<file path="src/rtl/psubsb_pkg.sv">
// ============================================================================
// Module   : psubsb_pkg
// Purpose  : Shared lane geometry, saturation values and FSM states for the
//            nibble-serial packed saturating subtractor.
// Revision : 1.0  initial release
// ============================================================================
`default_nettype none

package psubsb_pkg;

  localparam int LANES  = 4;
  localparam int LANE_W = 4;
  localparam int DATA_W = LANES * LANE_W;
  localparam int CNT_W  = $clog2(LANES);

  localparam logic [LANE_W-1:0] SAT_POS = 4'b0111;
  localparam logic [LANE_W-1:0] SAT_NEG = 4'b1000;

  typedef enum logic [1:0] {
    IDLE = 2'd0,
    RUN  = 2'd1,
    DONE = 2'd2
  } state_t;

endpackage

`default_nettype wire

</file>
<file path="src/rtl/psubsb_seq_sat_sub_4bit.sv">
// ============================================================================
// Module   : sat_sub_4bit
// Purpose  : Combinational single-lane signed 4-bit subtract with saturation.
// Revision : 1.0  initial release
// ============================================================================
`default_nettype none

module sat_sub_4bit
  import psubsb_pkg::*;
(
  input  logic [LANE_W-1:0] a,
  input  logic [LANE_W-1:0] b,
  output logic [LANE_W-1:0] d,
  output logic              ovfl
);

  logic [LANE_W-1:0] w_raw;

  // Two's-complement subtract; the carry out is discarded so nothing leaks to a neighbour lane.
  assign w_raw = a + ~b + 4'd1;
  assign ovfl  = (a[LANE_W-1] != b[LANE_W-1]) && (w_raw[LANE_W-1] != a[LANE_W-1]);
  assign d     = ovfl ? (a[LANE_W-1] ? SAT_NEG : SAT_POS) : w_raw;

endmodule

`default_nettype wire

</file>
<file path="src/rtl/psubsb_seq.sv">
// ============================================================================
// Module   : psubsb_seq
// Purpose  : Nibble-serial packed saturating subtractor, one lane per clock,
//            start/busy/done handshake. Define PSUBSB_FLAGS_EN for the sat port.
// Revision : 1.0  initial release
// ============================================================================
`default_nettype none

module psubsb_seq
  import psubsb_pkg::*;
(
  input  logic              clk,
  input  logic              rst,
  input  logic              start,
  input  logic [DATA_W-1:0] A,
  input  logic [DATA_W-1:0] B,
  output logic              busy,
  output logic              done,
  output logic [DATA_W-1:0] Diff
`ifdef PSUBSB_FLAGS_EN
  ,
  output logic [LANES-1:0]  sat
`endif
);

  state_t             state_q, state_d;
  logic [CNT_W-1:0]   cnt_q, cnt_d;
  logic [DATA_W-1:0]  a_q, a_d;
  logic [DATA_W-1:0]  b_q, b_d;
  logic [DATA_W-1:0]  diff_q, diff_d;
  logic [LANE_W-1:0]  lane_a, lane_b, lane_d;
  logic               lane_ovfl;
  logic               accept;

  assign lane_a = a_q[{cnt_q, 2'b00} +: LANE_W];
  assign lane_b = b_q[{cnt_q, 2'b00} +: LANE_W];

  sat_sub_4bit u_lane (
    .a    (lane_a),
    .b    (lane_b),
    .d    (lane_d),
    .ovfl (lane_ovfl)
  );

  assign accept = start && ((state_q == IDLE) || (state_q == DONE));

  always_comb begin
    state_d = state_q;
    cnt_d   = cnt_q;
    a_d     = a_q;
    b_d     = b_q;
    diff_d  = diff_q;
    if (accept) begin
      a_d     = A;
      b_d     = B;
      diff_d  = '0;
      cnt_d   = '0;
      state_d = RUN;
    end else begin
      case (state_q)
        RUN: begin
          diff_d[{cnt_q, 2'b00} +: LANE_W] = lane_d;
          cnt_d = cnt_q + 1'b1;
          if (cnt_q == CNT_W'(LANES - 1)) state_d = DONE;
        end
        DONE:    state_d = IDLE;
        default: state_d = IDLE;
      endcase
    end
  end

  always_ff @(posedge clk) begin
    if (rst) begin
      state_q <= IDLE;
      cnt_q   <= '0;
      a_q     <= '0;
      b_q     <= '0;
      diff_q  <= '0;
    end else begin
      state_q <= state_d;
      cnt_q   <= cnt_d;
      a_q     <= a_d;
      b_q     <= b_d;
      diff_q  <= diff_d;
    end
  end

  assign busy = (state_q == RUN);
  assign done = (state_q == DONE);
  assign Diff = diff_q;

`ifdef PSUBSB_FLAGS_EN
  logic [LANES-1:0] sat_q, sat_d;

  // Flags follow exactly the same clear/write schedule as the Diff nibbles.
  always_comb begin
    sat_d = sat_q;
    if (accept)                sat_d = '0;
    else if (state_q == RUN)   sat_d[cnt_q] = lane_ovfl;
  end

  always_ff @(posedge clk) begin
    if (rst) sat_q <= '0;
    else     sat_q <= sat_d;
  end

  assign sat = sat_q;
`else
  logic unused_ovfl;
  assign unused_ovfl = lane_ovfl;
`endif

endmodule

`default_nettype wire

</file>
<file path="config.mk">
export PLATFORM = sky130hd
export DESIGN_NAME = psubsb_seq
export DESIGN_NICKNAME = d
export VERILOG_FILES = /design/src/rtl/psubsb_pkg.sv /design/src/rtl/psubsb_seq_sat_sub_4bit.sv /design/src/rtl/psubsb_seq.sv
export SDC_FILE = /design/constraint.sdc
export NUM_CORES = 1
export LEC_CHECK = 0
export ABC_AREA = 1
export ABC_CLOCK_PERIOD_IN_PS = 3900
export CORE_MARGIN = 5
export CORE_UTILIZATION = 43
export DETAILED_ROUTE_END_ITERATION = 6
export PLACE_DENSITY = 0.74
export SLEW_MARGIN = 20
export SYNTH_ARGS = -nofsm -noshare
export SYNTH_HDL_FRONTEND = slang
export SYNTH_SLANG_ARGS = --single-unit
</file>
<file path="constraint.sdc">
create_clock -name clk -period 3.9 [get_ports clk]
set_clock_uncertainty 0.15 [all_clocks]
set_input_delay 1.17 -clock clk [delete_from_list [all_inputs] [get_ports clk]]
set_output_delay 1.17 -clock clk [all_outputs]
set_load 0.02 [all_outputs]
</file>
==> Word-level counts from Yosys, hierarchy flattened <==
Index checks and enable logic that the tools add are counted.
{ "op_classes": {"add_sub_neg": 4, "eq_ne": 6, "shifts": 4, "mux": 6, "bitwise_logic": 2, "n_reduce_logical": 6} }
{ "op_table": {"columns": ["op", "n"], "rows": [
  ["16-bit by 5-bit indexed part select with 4-bit output", 2],
  ["16-bit bitwise mux", 1],
  ["4-bit by 6-bit variable shift with 16-bit output (first input constant)", 1],
  ["4-bit by 6-bit indexed part select with 16-bit output", 1],
  ["4-bit 2-to-1 mux", 2],
  ["4-bit negation with 6-bit output", 1],
  ["4-bit by 1-bit adder with 4-bit output (second input constant)", 1],
  ["4-bit adder", 1],
  ["2-bit equality test (second input constant)", 2],
  ["4-bit inverter", 1],
  ["1-bit 2-to-1 mux", 3],
  ["3-bit by 1-bit inequality test with 1-bit output (second input constant)", 1],
  ["3-bit OR reduction", 1],
  ["2-bit by 1-bit adder with 2-bit output (second input constant)", 1],
  ["2-bit by 1-bit equality test with 1-bit output (second input constant)", 1],
  ["1-bit logical AND", 2],
  ["2-bit zero test", 1],
  ["1-bit inequality test", 2],
  ["2-bit OR reduction", 1],
  ["1-bit logical OR", 1],
  ["1-bit inverter", 1]
]} }
{ "totals": {"register_bits": 52, "inputBits": 35, "word_cells": 34} }

==> Depth between registers and ports, before layout <==
{ "logic_depth": {"word_depth": 9, "mapped_depth": 18, "depth_no_buf": 15} }

==> Hierarchy <==
Synthesis repeated with hierarchy kept, for this count alone.
{ "unflattened": {"cells_unflattened": 339, "hier_area_um2": 2383.5} }
{ "modules_own_cells": {"columns": ["module", "instances", "cells_each", "area_per_inst_um2", "seq_area_each_um2"], "rows": [
  ["psubsb_seq", 1, 309, 2189.6, 1041.0],
  ["sat_sub_4bit", 1, 30, 193.9, 0.0]
]} }

==> Worst setup path before layout <==
OpenSTA, ideal clock, no wires.
{ "synth_timing": {"path_kind": "flip-flop to flip-flop", "startpoint": "reg cnt_q[0]", "endpoint": "reg diff_q[12] (netlist: Diff[12])", "setup_time_ns": 0.064, "arrival_ns": 2.891, "t_required_ns": 3.686, "setup_slack_ns": 0.795, "path_stages_with_launch": 19, "path_buffers": 3, "period_less_slack_ns": 3.105, "cell_sequence": "dfxtp_1 > buf_6 > inv_4 > buf_8 > clkbuf_1 > nand2_1 > a32o_1 > ha_1 > nand2_1 > nor2_1 > a211oi_1 > fa_1 > inv_1 > nand3_4 > nand2_2 > nand4_2 > nor2_1 > nor2_1 > nor2_1"} }
{ "synth_between": {"elab_chain_cells": 9, "word_cells_on_any_way": 14, "cone_classes": "add/sub: 3; eq/ne: 2; shift: 4; mux: 3; bitwise: 1; reduce/logical: 1"} }
{ "synth_rtl": {"columns": ["element", "line", "text"], "rows": [
  ["start: declaration", "psubsb_seq.sv:27", "logic [CNT_W-1:0] cnt_q, cnt_d;"],
  ["start signal: assignment", "psubsb_seq.sv:81", "cnt_q <= cnt_d;"],
  ["16-bit by 5-bit indexed part select with 4-bit output", "psubsb_seq.sv:36", "assign lane_b = b_q[{cnt_q, 2'b00} +: LANE_W];"],
  ["4-bit inverter", "psubsb_seq_sat_sub_4bit.sv:20", "assign w_raw = a + ~b + 4'd1;"],
  ["4-bit adder", "psubsb_seq_sat_sub_4bit.sv:20", null],
  ["4-bit by 1-bit adder with 4-bit output", "psubsb_seq_sat_sub_4bit.sv:20", null],
  ["1-bit inequality test", "psubsb_seq_sat_sub_4bit.sv:21", "assign ovfl = (a[LANE_W-1] != b[LANE_W-1]) && (w_raw[LANE_W-1] != a[LANE_W-1]);"],
  ["1-bit logical AND", "psubsb_seq_sat_sub_4bit.sv:21", null],
  ["4-bit 2-to-1 mux", "psubsb_seq_sat_sub_4bit.sv:22", "assign d = ovfl ? (a[LANE_W-1] ? SAT_NEG : SAT_POS) : w_raw;"],
  ["4-bit by 6-bit indexed part select with 16-bit output", "psubsb_seq.sv:62", "diff_d[{cnt_q, 2'b00} +: LANE_W] = lane_d;"],
  ["16-bit bitwise mux *", "psubsb_seq.sv:62", null],
  ["end signal: assignment", "psubsb_seq.sv:84", "diff_q <= diff_d;"],
  ["end: declaration", "psubsb_seq.sv:30", "logic [DATA_W-1:0] diff_q, diff_d;"]
]} }
Every way passes the cells marked *; elsewhere a longest branch is shown, timed or not.
A chain may end at the register's enable or synchronous reset.

==> Worst setup path in the final report <==
{ "layout_timing": {"startpoint": "reg cnt_q[0]", "endpoint": "reg diff_q[4] (netlist: Diff[4])"} }
The elaborated chain is that of the path after synthesis.

==> out/results.ini <==
[outcome]
status = finished clean

[timing]
final.period_utilization = 0.8343
setup_viol = 0
max-slew-margin-rel = 0.5973
tightest_slew_ns = 0.6040
finalCriticalPeriod_ns = 3.254
report.final.slew_viol_count = 0
max_clock_freq_mhz = 307.3
rsz0062_at_grt = false
hold_viol_final = 0
tns_ns = 0

[critical_path]
cp_slowest_cell = dfxtp_1
cpLargestDelayFamily = adder cells
critPathMaxFanout = 22
crit_top_cell = nor2_1
path_class = reg2reg
worstPathCellList = inv_4, o21ai_1, o22ai_1, ha_1, nand2_1, nor2_1, a211oi_1, fa_1, inv_1, nand3_4, nand2_2, nand4_2, nor2_1, nor2_1, nor2_1
cp-start-kind = register
endpoint_kind = register
crit_arrival_ns = 3.34
worst_ep_required_time_ns = 3.99
cp_num_buf_inv = 2
worst_path_largest_cell_delay_ns = 0.69

[yosys]
synth.avg_cell_area_um2 = 7.444
seq_area_frac_synth = 0.4162
synth.most_common_cell = nand2_1
synth.distinct_cells = 34
ys_async_sr_fraction = 0
ys_warn_count = 0
synth_commonest_cells = 108 x nand2_1, 52 x dfxtp_1, 46 x a21oi_1
yosys.area.top_type = dfxtp_1
netlist_area_um2 = 2501
netlist.area_leader.share = 0.4162
dominantRegCellSynth = dfxtp_1
synth.ff_latch_count = 52
synthCells = 336
synth_edf_count = 0
synth_nets = 382
synthTopCellsByArea = dfxtp_1 42%, nand2_1 16%, a21oi_1 9.2%

[power_and_ir_drop]
p_leak_uw = 0.001193
ir_drop_v = 0.0001662
power.density_nw_per_um2 = 360.3
p_total_uw = 1127

[floorplan]
die-height_um = 86.27
coreArea_um2 = 5574
fp.dieArea_um2 = 7442
ios = 53
fp-row-count = 27
start_util = 0.4487
die_w_um = 86.27

[cells_and_area]
drive_above_1_share = 0.1000
multi_input_area_um2 = 1282
ff_latch_area_um2 = 1041
area_growth_pct = 25.01
post-route-util = 0.5609
fill_cells = 533
nets = 425
num_antenna_cells = 0

[clock_network]
clkSinkCount = 52
post_cts_buffers = 0
post_cts_resized = 0
htreeDepth = 2
clk_latency_ns = 0.31
cts-root-buf = clkbuf_8
cts.path.max_buffers = 2
path_clk_slew_ns = 0.10
cts_tree = done
holdBufCountCts = 0
cts_buffers = 5

[routing]
via_count = 2221
post_drt_via_cell_ratio = 4.914
drt_first_pass_iters = 4
routed_wl_um = 5532
wire_per_inst_um = 12.24
dr.first_iter.drc_count = 184
drtAntennaViolNets = 0
drc = 0

[global_routing]
grt_usage = 0.1569
antenna_found_initial = 0
grt_pass1_wl_um = 9522
grt_max_degree = 36
grt-ovfl-total = 0
grt_pass1_vias = 2163

[placed_design]
hpwl_um = 4143
gp_congestion = 0.8699
placement.io_buffers = 52

[flow_run]
cap_violations = 0

[hold_path]
hold_path_class = reg2reg

cell type report:
type | count | area share
flip-flops and latches | 52 | 0.3329
well taps | 72 | 0.02881
repair buffers | 56 | 0.1761
multi-input cells | 245 | 0.4102
clock inverters | 2 | 0.005202
clock buffers | 6 | 0.02321
inverters | 19 | 0.02361
worst reg2reg max path: cells and delay by family, from the launching register on:
kind                     cells  cell delay (ns)
adder cells (fa/ha/maj)      2             0.84
AND/OR/NAND/NOR              8             0.62
flip-flops                   1             0.69
AO/OA/AOI/OAI                3             0.55
buffers and inverters        2             0.35
logic make-up after synthesis:
family / Yosys count / share of synthesized area
AOI/OAI and AO/OA: 63 / 0.1386
xor gates and xnor gates: 1 / 0.003502
adders and majority gates: 11 / 0.06103
buffers and inverters: 39 / 0.07104
DFF: 52 / 0.4162
and+or+nand+nor: 170 / 0.3096
layer usage:
layer | wire length (µm) | GRT usage | vias to the layer above
li1 | - | - | 1171
met1 | 2572 | 0.1914 | 996
met2 | 2586 | 0.2621 | 47
met3 | 291 | 0.04278 | 7
met4 | 81 | 0.06232 | 0
met5 | 0 | 0 | -
stage by stage:
| stage | instance area (µm²) | std cells | setup slack (ns) | hold WS (ns) |
|---|---|---|---|---|
| after floorplan | 2501 | 336 | 0.7949 | 0.2922 |
| after global placement | 3038 | 444 | 0.7891 | 0.3045 |
| after detailed placement | 3038 | 444 | 0.6882 | 0.3067 |
| after CTS | 3127 | 452 | 0.6361 | 0.3201 |
| after global routing | 3127 | 452 | 0.3077 | 0.3345 |
| final | 3127 | 452 | 0.6460 | 0.3171 |
worst paths after layout:
check | to | slack [ns] | cells past startpoint | from
max | Diff[4] | 0.65 | 15 | cnt_q[0]
min | Diff[3] | 0.32 | 2 | Diff[3]
max reg2reg | Diff[4] | 0.65 | 15 | cnt_q[0]
min reg2reg | Diff[3] | 0.32 | 2 | Diff[3]
state kept, by name, summed over array words and instances, names as in the netlist:
name and cells:
Diff 16, b_q 16, a_q 16, cnt_q 2, state_q 2
placed cells by master (no fill, tap or decap):
cell             synthesis  layout
or2_1                    1       1
nand3_4                  2       2
nor3_1                   1       1
clkbuf_1                10       1
nor2_1                  26      26
nand3_1                  8       8
clkdlybuf4s50_1          0      52
inv_4                    1       1
nand3_2                  2       2
a21oi_1                 46      46
nor3_2                   1       1
nand4_1                  4       4
clkbuf_8                 0       5
o22ai_1                  3       3
a211oi_1                 4       4
nand2_2                 12      12
o21ai_1                  3       3
nand2_1                108     108
nand4_2                  2       2
clkinvlp_4               0       1
nor4_2                   1       1
inv_2                    4       4
nor2_2                   1       1
ha_1                     9       9
xnor2_1                  1       1
inv_1                   14      14
dfxtp_1                 52      52
buf_4                    1       4
clkinv_4                 0       1
nand2_4                  1       1
o21ai_0                  3       3
a22oi_1                  1       1
fa_1                     2       2
a32o_1                   3       3
where the power goes:
group	total (µW)	internal [µW]	switching, µW
Combinational	248	105	143
Clock	305	128	177
Sequential	574	556	18.3
Total	1130	789	338
Note: power is estimated with default switching activity, not from simulation.
